### src/rtl/demux_reg_if.sv
// demux_reg_if: bus bundle for the registered one-to-many demultiplexer.
//
// Purpose: groups the input word stream (valid/ready/select/data), the
// round-robin mode control and the per-lane output handshakes into one
// interface so the demultiplexer and its driver share a single port.
//
// Signals (N = 2**SWITCH_BITS lanes):
//   in_valid   producer -> demux   input word present
//   in_ready   demux -> producer   target lane can take the word this cycle
//   in_sel     producer -> demux   target lane when seq_en = 0
//   in_data    producer -> demux   input word
//   seq_en     producer -> demux   1: round-robin target, 0: in_sel target
//   cur_sel    demux -> producer   lane currently targeted
//   out_data   demux -> lanes      lane i at [i*DATA_WIDTH +: DATA_WIDTH]
//   out_valid  demux -> lanes      lane i holds an unconsumed word
//   out_ready  lanes -> demux      consumer of lane i takes its word
//
// Modports: master = producer/consumer side, slave = demultiplexer side.
interface demux_reg_if #(
  parameter int SWITCH_BITS = 1,
  parameter int DATA_WIDTH  = 8
);
  localparam int N = 2 ** SWITCH_BITS;

  logic                    in_valid;
  logic                    in_ready;
  logic [SWITCH_BITS-1:0]  in_sel;
  logic [DATA_WIDTH-1:0]   in_data;
  logic                    seq_en;
  logic [SWITCH_BITS-1:0]  cur_sel;
  logic [N*DATA_WIDTH-1:0] out_data;
  logic [N-1:0]            out_valid;
  logic [N-1:0]            out_ready;

  modport master (
    output in_valid, in_sel, in_data, seq_en, out_ready,
    input  in_ready, cur_sel, out_data, out_valid
  );

  modport slave (
    input  in_valid, in_sel, in_data, seq_en, out_ready,
    output in_ready, cur_sel, out_data, out_valid
  );
endinterface

### src/rtl/demux_reg.sv
// demux_reg: registered one-to-many demultiplexer.
//
// Purpose: steers each word of a single input stream into one of
// 2**SWITCH_BITS one-entry lane registers, chosen either by an explicit
// select or by an internal round-robin pointer. Each lane has its own
// valid/ready handshake towards its consumer.
//
// Ports:
//   clk   sole clock, rising edge
//   rst   asynchronous active-low reset; clears lanes and pointer
//   bus   demux_reg_if.slave (input stream, mode control, lane outputs)
module demux_reg #(
  parameter int SWITCH_BITS = 1,
  parameter int DATA_WIDTH  = 8
) (
  input  logic        clk,
  input  logic        rst,
  demux_reg_if.slave  bus
);
  localparam int N = 2 ** SWITCH_BITS;

  logic [N-1:0]                 full_q, full_d;
  logic [N-1:0][DATA_WIDTH-1:0] data_q, data_d;
  logic [SWITCH_BITS-1:0]       ptr_q, ptr_d;

  logic [SWITCH_BITS-1:0]       target;
  logic                         accept;
  logic [N-1:0]                 pop;

  assign target       = bus.seq_en ? ptr_q : bus.in_sel;
  assign bus.cur_sel  = target;

  // A lane being drained this cycle frees its slot for the incoming word,
  // which is what lets one lane sustain a word per cycle.
  assign bus.in_ready = ~full_q[target] | bus.out_ready[target];
  assign accept       = bus.in_valid & bus.in_ready;
  assign pop          = full_q & bus.out_ready;

  assign bus.out_valid = full_q;
  assign bus.out_data  = data_q;

  always_comb begin
    full_d = full_q;
    data_d = data_q;
    ptr_d  = ptr_q;
    for (int i = 0; i < N; i++) begin
      // A push wins over a pop on the same lane so the slot stays occupied.
      if (accept && (target == SWITCH_BITS'(i))) begin
        data_d[i] = bus.in_data;
        full_d[i] = 1'b1;
      end else if (pop[i]) begin
        full_d[i] = 1'b0;
      end
    end
    // Pointer wraps naturally at N because it is exactly SWITCH_BITS wide.
    if (bus.seq_en && accept) begin
      ptr_d = ptr_q + SWITCH_BITS'(1);
    end
  end

  always_ff @(posedge clk or negedge rst) begin
    if (!rst) begin
      full_q <= '0;
      data_q <= '0;
      ptr_q  <= '0;
    end else begin
      full_q <= full_d;
      data_q <= data_d;
      ptr_q  <= ptr_d;
    end
  end
endmodule

### src/flat_wrapper.sv
// flat-port wrapper written by rule: the top's interface ports become plain ports
module demux_reg_flat 
#(
  parameter int SWITCH_BITS = 1,
  parameter int DATA_WIDTH  = 8
)
  (clk, rst, bus_in_valid, bus_in_sel, bus_in_data, bus_seq_en, bus_out_ready, bus_in_ready, bus_cur_sel, bus_out_data, bus_out_valid);
  demux_reg_if #(.SWITCH_BITS(SWITCH_BITS), .DATA_WIDTH(DATA_WIDTH)) bus_i ();
  input  logic clk;
  input  logic rst;
  input wire logic [$bits(bus_i.in_valid)-1:0] bus_in_valid;
  input wire logic [$bits(bus_i.in_sel)-1:0] bus_in_sel;
  input wire logic [$bits(bus_i.in_data)-1:0] bus_in_data;
  input wire logic [$bits(bus_i.seq_en)-1:0] bus_seq_en;
  input wire logic [$bits(bus_i.out_ready)-1:0] bus_out_ready;
  output wire logic [$bits(bus_i.in_ready)-1:0] bus_in_ready;
  output wire logic [$bits(bus_i.cur_sel)-1:0] bus_cur_sel;
  output wire logic [$bits(bus_i.out_data)-1:0] bus_out_data;
  output wire logic [$bits(bus_i.out_valid)-1:0] bus_out_valid;
  assign bus_i.in_valid = bus_in_valid;
  assign bus_i.in_sel = bus_in_sel;
  assign bus_i.in_data = bus_in_data;
  assign bus_i.seq_en = bus_seq_en;
  assign bus_i.out_ready = bus_out_ready;
  assign bus_in_ready = bus_i.in_ready;
  assign bus_cur_sel = bus_i.cur_sel;
  assign bus_out_data = bus_i.out_data;
  assign bus_out_valid = bus_i.out_valid;
  demux_reg #(.SWITCH_BITS(SWITCH_BITS), .DATA_WIDTH(DATA_WIDTH)) u_core (.clk(clk), .rst(rst), .bus(bus_i));
endmodule
### config.mk
export PLATFORM = sky130hd
export DESIGN_NAME = demux_reg_flat
export DESIGN_NICKNAME = d
export VERILOG_FILES = /design/src/rtl/demux_reg_if.sv /design/src/rtl/demux_reg.sv /design/src/flat_wrapper.sv
export SDC_FILE = /design/constraint.sdc
export NUM_CORES = 1
export LEC_CHECK = 0
export BUFFER_PORTS_ARGS = -buffer_cell sky130_fd_sc_hd__buf_2
export CAP_MARGIN = 20
export CORE_MARGIN = 2
export CORE_UTILIZATION = 47
export DETAILED_ROUTE_END_ITERATION = 6
export PLACE_DENSITY = 0.85
export SYNTH_ARGS = -nofsm -noshare
export SYNTH_HDL_FRONTEND = slang
export SYNTH_SLANG_ARGS = --single-unit
### constraint.sdc
create_clock -name clk -period 2.9 [get_ports clk]
set_clock_uncertainty 0.15 [all_clocks]
set_input_delay 0.725 -clock clk [delete_from_list [all_inputs] [get_ports clk]]
set_output_delay 0.725 -clock clk [all_outputs]
set_load 0.01 [all_outputs]
== Word-level counts from Yosys, hierarchy flattened ==
Cells that the tools add are included.
Word-level totals
  register bits: 19
  latch bits: 0
  memory bits (writable): 0
  memory bits (read-only): 0
  input bits: 15
  output and inout port bits: 20
  logic and storage cells: 26
  memories kept: 0
Operators by class
  $add $sub $neg: 1
  $mul: 0
  divide/modulo/power cells: 0
  $lt $le $gt $ge: 1
  eq/ne operators: 0
  shifts and indexed selects: 0
  muxes and demuxes: 9
  bitwise logic cells: 5
  reduce and logical (&&, ||, !) cells: 5
Operator list (count)
  2-to-1 mux 1 bit: 9
  nonzero test 2 bit: 2
  logical AND 1 bit: 3
  AND 2 bit: 1
  < comparator 1 x 2 -> 1 bit, second input constant: 1
  inverter 1 bit: 2
  adder 1 bit, second input constant: 1
  AND 1 bit: 1
  OR 1 bit: 1

== Longest topological paths before layout ==
Gate-level depths: netlist (run 1).
  depth after elaboration: 8
  mapped depth: 4
  gate-level depth less buffers: 4

== Least setup slack after synthesis (run 1) ==
OpenSTA, ideal clock, no wires.
  kind: input to output
  from: input bus_seq_en
  to: output bus_in_ready
  arrival time: 1.319 ns
  data required time: 2.025 ns
  slack: 0.706 ns
  cell stages on the path: 4
  cell sequence: mux2i_2 inv_2 nor2_1 nor2_1
Between the ends
  word-level cells in the longest chain between the ends: 5
Ends and longest elaborated chain
  start, declared: RTL line flat_wrapper.sv:14  | input wire logic [$bits(bus_i.seq_en)-1:0] bus_seq_en;
  2-to-1 mux 1 bit *: RTL line demux_reg.sv:30  | assign target = bus.seq_en ? ptr_q : bus.in_sel;
  net bus_cur_sel: RTL line flat_wrapper.sv:17  | output wire logic [$bits(bus_i.cur_sel)-1:0] bus_cur_sel;
  2-to-1 mux 1 bit (implied by the code) (2 in series): RTL line demux_reg.sv:35  | assign bus.in_ready = ~full_q[target] | bus.out_ready[target];
  inverter 1 bit: RTL line demux_reg.sv:35
  OR 1 bit *: RTL line demux_reg.sv:35
  end, declared: RTL line flat_wrapper.sv:16  | output wire logic [$bits(bus_i.in_ready)-1:0] bus_in_ready;
Mark *: on every way through the listed nets, which the timed path passes. The rest lies on a longest branch. The select of a mux whose other input is x is not followed.

== Final worst setup path (run 1) ==
  from: input bus_seq_en
  to: output bus_in_ready
Between the ends
  word-level cells in the longest chain between the ends: 5
Ends and longest elaborated chain (RTL line)
  2-to-1 mux 1 bit *: demux_reg.sv:30
  2-to-1 mux 1 bit (implied by the code) (2 in series): demux_reg.sv:35
  inverter 1 bit: demux_reg.sv:35
  OR 1 bit *: demux_reg.sv:35
Every way passes the cells marked *; elsewhere a longest branch is shown, timed or not. The select of a mux whose other input is x is not followed.

==> results.cfg, run 1 <==
[critical_path]
critPathMaxFanout = 3
cp_slowest_cell = mux2i_2
critPathLaunchType = primary input
path_delay_family = multiplexers
path_cells = buf_2 -> mux2i_2 -> inv_2 -> nor2_1 -> nor2_1 -> buf_2
ff2ff_setup_slack_ps = 1300
end_kind = output pin
critPathRequiredTime_ps = 2030
cp.arrival_ps = 1580
cpPeakStageDelay_ps = 350
worst-path-buf-inv = 3
critPathKind = in -> out

[finish]
syn_to_final_growth_pct = 28.7
fin_nets = 102
fillers = 127
fin_util = 0.648
area.sequential_um2 = 475
multi_input_area_um2 = 279
antennaDiodeCount = 0
drive_gt1_frac = 0.674

[synthesis]
yosys_warnings = 0
syn_area_per_cell_um2 = 15.8
netlist_area_um2 = 758
ys_types = 11
synth-seq-cells = 19
synth_nets = 63
postSynthCellCount = 48
seq_area_frac_synth = 0.627

[clock_network]
cts_sinks = 19
clkLatencyLatePin_ps = 280
cts_buffers = 3
cts_root_buffer = clkbuf_4
cts_hold_buffers = 0
cts_tree = done
cts_setup_buffers = 0
post_cts_resized = 0
cts_buffer_depth = 2
clk_pin_slew_worst_paths_ps = 100
htree_levels = 1

[floorplan]
die_area_mm2 = 0.00195
rows = 14
io_pins = 35
initial_core_util = 0.503
die_x_um = 44.2
core_mm2 = 0.00151
die_y_um = 44.2

[placement]
place_congestion = 0.677
numPortBuffers = 34
dp_hpwl_um = 1010

[drt]
routed_wl_um = 1300
via_per_inst = 5.05
wl_per_cell_um = 12.7
num_vias = 515
ant_nets = 0
drc = 0
first_pass_iters = 3
drtIter0Drc = 4

[grt]
antenna_found_initial = 0
grt_overflow = 0
grt_use_total = 0.156
first_global_vias = 517
grt_pass1_wl_um = 2210
grt_max_degree = 20

[timing]
fin_crit_sh = 0.846
drv_slew = 0
worst_slew_pin_slew_ps = 405
max_clock_freq_mhz = 408
finalCriticalPeriod_ps = 2450
rsz0062_at_grt = false
holdWs_ps = 202
slew_headroom = 0.730
tns_ps = 0
setup_viol = 0
hold_viol = 0

[job]
cap_violations = 0

[min_path]
holdCritPathClass = in -> async

[power_and_ir_drop]
powerDensity_mw_per_mm2 = 828
ir_worst_vdd_uv = 474
p_leak_uw = 0.000484

[outcome]
outcome = finished, final reports clean
-- stage by stage --
step / worst slack, ps / cell area, µm² / cells / total power (µW)
floorplan: 706 / 758 / 48 / 566
global placement: 491 / 948 / 98 / 682
detailed placement: 446 / 948 / 98 / 695
CTS: 445 / 976 / 102 / 821
global route: 337 / 976 / 102 / 865
finish: 447 / 976 / 102 / 808
-- power by group --
group / internal, µW / switching, µW / leakage, µW
Combinational: 149 / 137 / 0.000244
Sequential: 354 / 42.9 / 0.000223
Clock: 51.2 / 73.3 / 0.0000177
-- cells in the final DEF (no fill, tap or decap), drive strengths merged --
| cell type | count |
|---|---|
| mux2i | 1 |
| a31oi | 1 |
| clkinv | 1 |
| nand2 | 2 |
| inv | 1 |
| nor2 | 3 |
| buf | 34 |
| nand3 | 2 |
| clkbuf | 3 |
| dfrtp | 19 |
| a41oi | 1 |
| mux2 | 16 |
| nand2b | 2 |
-- metal layers --
layer | share of wire | wire (µm) | track usage | vias to the layer above
met4 | 0 | 0 | 0.0545 | 0
met3 | 0.093 | 121 | 0.0408 | 0
li1 | - | - | - | 247
met5 | 0 | 0 | 0 | -
met2 | 0.47 | 611 | 0.265 | 25
met1 | 0.43 | 562 | 0.193 | 243
-- cells by family (layout without fill, tap and decap cells) --
logic type	after synthesis	in the layout	share of synthesized area
muxes	17	17	0.261
and+or+nand+nor	9	9	0.0875
AOI/OAI and AO/OA	2	2	0.0198
DFF	19	19	0.627
buffers and inverters	1	39	0.00495
-- sequential cells by signal (all words and copies together), names as in the netlist --
name and count:
u_core.bus.out_data 16, u_core.ptr_q 1, u_core.bus.out_valid 2
-- area by class of cell --
class,count,share of cell area
sequential,19,0.487
multi-input combinational,28,0.286
timing repair buffer,34,0.174
clock buffer,3,0.0231
tap,16,0.0205
clock inverter,1,0.00513
inverter,1,0.00385
-- cells in the mapped netlist --
library cell | number | area (µm²)
a31oi_1 | 1 | 6.26
a41oi_1 | 1 | 8.76
dfrtp_1 | 19 | 475
inv_2 | 1 | 3.75
mux2_2 | 15 | 169
mux2_4 | 1 | 15.0
mux2i_2 | 1 | 13.8
nand2_1 | 2 | 7.51
nand2b_1 | 2 | 12.5
nand3_4 | 2 | 35.0
nor2_1 | 3 | 11.3
-- worst reg2reg max path, stage by stage (launching register included) --
cell and delay [ps]:
dfrtp_1 420, mux2i_2 300, inv_2 100, nand3_4 160
mux2_2 360
-- path summary, 6_finish.rpt --
| kind | cells after the start | end | start |
|---|---|---|---|
| hold / removal | 1 | u_core.bus.out_data[3]$_DFFE_PN0P_ | rst |
| max in group asynchronous | 1 | u_core.bus.out_valid[1]$_DFFE_PN0P_ | rst |
| hold reg to reg | 1 | u_core.bus.out_data[6]$_DFFE_PN0P_ | u_core.bus.out_data[6]$_DFFE_PN0P_ |
| setup / recovery | 6 | bus_in_ready | bus_seq_en |
| setup reg to reg | 4 | u_core.bus.out_data[14]$_DFFE_PN0P_ | u_core.ptr_q$_DFFE_PN0P_ |
| min in group clk | 1 | u_core.bus.out_data[6]$_DFFE_PN0P_ | u_core.bus.out_data[6]$_DFFE_PN0P_ |
No activity file was read; power rests on OpenSTA's default activity.
==> run 2: changes to the inputs <==
Settings changed: CORE_UTILIZATION 47 to 44, PLACE_DENSITY 0.85 to 0.81.
Clock period 2.9 ns to 2.3 ns, I/O delays scaled along.
==> run 2 against run 1 <==
Net effect: sequential power is 27% higher; sequential share of layout area grew 0.063 points; first-iteration DRC count fell by 75%; total power grew 27%.
==> results.cfg, run 2 (synthesis gave the netlist of run 1 again) <==
[finish]
fillers = 136
mostFrequentLayoutCell = buf_2
syn_to_final_growth_pct = 28.5
multi_input_area_um2 = 279
fin_util = 0.625
fin_nets = 102
area.sequential_um2 = 475
largest_reg_flops = 16
most-common-layout-cells = buf_2 (34), dfrtp_1 (19), mux2_2 (15)
drive_gt1_frac = 0.663
postLayoutCellArea_um2 = 975
antennaDiodeCount = 0

[grt]
antenna_found_initial = 0
grt_pass1_wl_um = 2270
grt_overflow = 0
grt_use_total = 0.157
first_global_vias = 528
grt_max_degree = 20

[drt]
wl_met3_um = 93
via_per_inst = 5.11
ant_nets = 0
top_layer_used = met4
first_pass_iters = 2
met2_wirelength_um = 721
wl_per_cell_um = 13.9
routed_wl_um = 1420
wl_met1_um = 592
num_vias = 521
drc = 0
drtIter0Drc = 1

[clock_network]
clkLatencyLatePin_ps = 290
htree_levels = 1
cts_tree = done
clk_pin_slew_worst_paths_ps = 100
post_cts_resized = 0
cts_buffers = 3
cts_hold_buffers = 0
cts_buffer_depth = 2
cts_root_buffer = clkbuf_4
cts_setup_buffers = 0
cts_sinks = 19

[power_and_ir_drop]
p_leak_uw = 0.000481
combPwrFrac = 0.354
power.switching_uw = 325
pwr-share-clk = 0.157
powerDensity_mw_per_mm2 = 1050
p_sw_frac = 0.316
power_frac_seq = 0.489
ir_worst_vdd_uv = 511
intPower_uw = 703

[timing]
max_clock_freq_mhz = 466
finalCriticalPeriod_ps = 2140
holdWs_ps = 43.8
worst_slew_pin_slew_ps = 397
drv_slew = 0
rsz0062_at_grt = false
fin_ws_ps = 155
fin_crit_sh = 0.932
tns_ps = 0
hold_viol = 0
slew_headroom = 0.735
setup_viol = 0

[floorplan]
initial_core_util = 0.486
die_area_mm2 = 0.00207
rows = 14
io_pins = 35
die_x_um = 45.5
die_y_um = 45.5
core_mm2 = 0.00156

[critical_path]
crit_path_start = bus_seq_en
r2r-start = u_core.ptr_q$_DFFE_PN0P_
cp.arrival_ps = 1420
r2r-end = u_core.bus.out_data[9]$_DFFE_PN0P_
setup.worst_path.end = bus_in_ready
ff2ff_setup_slack_ps = 720
critPathLaunchType = primary input
worstRegToRegCells = 4
critPathMaxFanout = 3
critPathKind = in -> out
end_kind = output pin
critPathRequiredTime_ps = 1570

[placement]
post-place-ws_ps = 159
dp_hpwl_um = 1130
place_congestion = 0.682
placedInstanceArea_um2 = 948
numPortBuffers = 34

[job]
cap_violations = 0

[outcome]
outcome = finished, final reports clean

[min_path]
holdCritPathClass = in -> async
-- run 2: cell count changes in the layout (fill, tap and decap cells not counted) --
cell,change
clkbuf_1,+1
clkinv_2,-1
-- run 2: worst min-delay path by stage --
stage	start	to	slack, ps	cells past startpoint
finish	rst	u_core.bus.out_data[5]$_DFFE_PN0P_	40	1
global route	rst	u_core.bus.out_data[5]$_DFFE_PN0P_	70	1
CTS	rst	u_core.bus.out_data[7]$_DFFE_PN0P_	50	1
detailed placement	u_core.bus.out_data[0]$_DFFE_PN0P_	u_core.bus.out_data[0]$_DFFE_PN0P_	340	1
global placement	u_core.bus.out_data[14]$_DFFE_PN0P_	u_core.bus.out_data[14]$_DFFE_PN0P_	330	1
floorplan	rst	u_core.bus.out_data[0]$_DFFE_PN0P_	130	0
-- run 2: per-stage QoR --
| step | std cells | power, µW |
|---|---|---|
| floorplan | 48 | 714 |
| detailed placement | 98 | 883 |
| global route | 102 | 1100 |
| global placement | 98 | 865 |
| CTS | 102 | 1050 |
| finish | 102 | 1030 |
-- run 2: layer usage --
layer / GRT usage / vias up
li1: - / 245
met1: 0.176 / 251
met2: 0.273 / 23
met3: 0.0317 / 2
met4: 0.0882 / 0
met5: 0 / -
-- run 2: worst max-delay path: stages --
cell and delay, ps:
buf_2 120, mux2i_2 330, inv_2 100, nor2_1 110, nor2_1 50, buf_2 130
-- run 2: area by class of cell --
type	instances	share of cell area
sequential	19	0.488
multi-input combinational	28	0.286
timing repair buffer	34	0.175
clock buffer	4	0.0270
tap	16	0.0205
inverter	1	0.00385
-- run 2: power groups by stage --
| stage | Sequential [µW] | Combinational, µW | Clock [µW] |
|---|---|---|---|
| after global routing | 517 | 401 | 181 |
| after global placement | 504 | 361 | 0 |
| after CTS | 503 | 373 | 170 |
| final | 503 | 364 | 161 |
| after detailed placement | 510 | 373 | 0 |
| after floorplan | 561 | 152 | 0 |
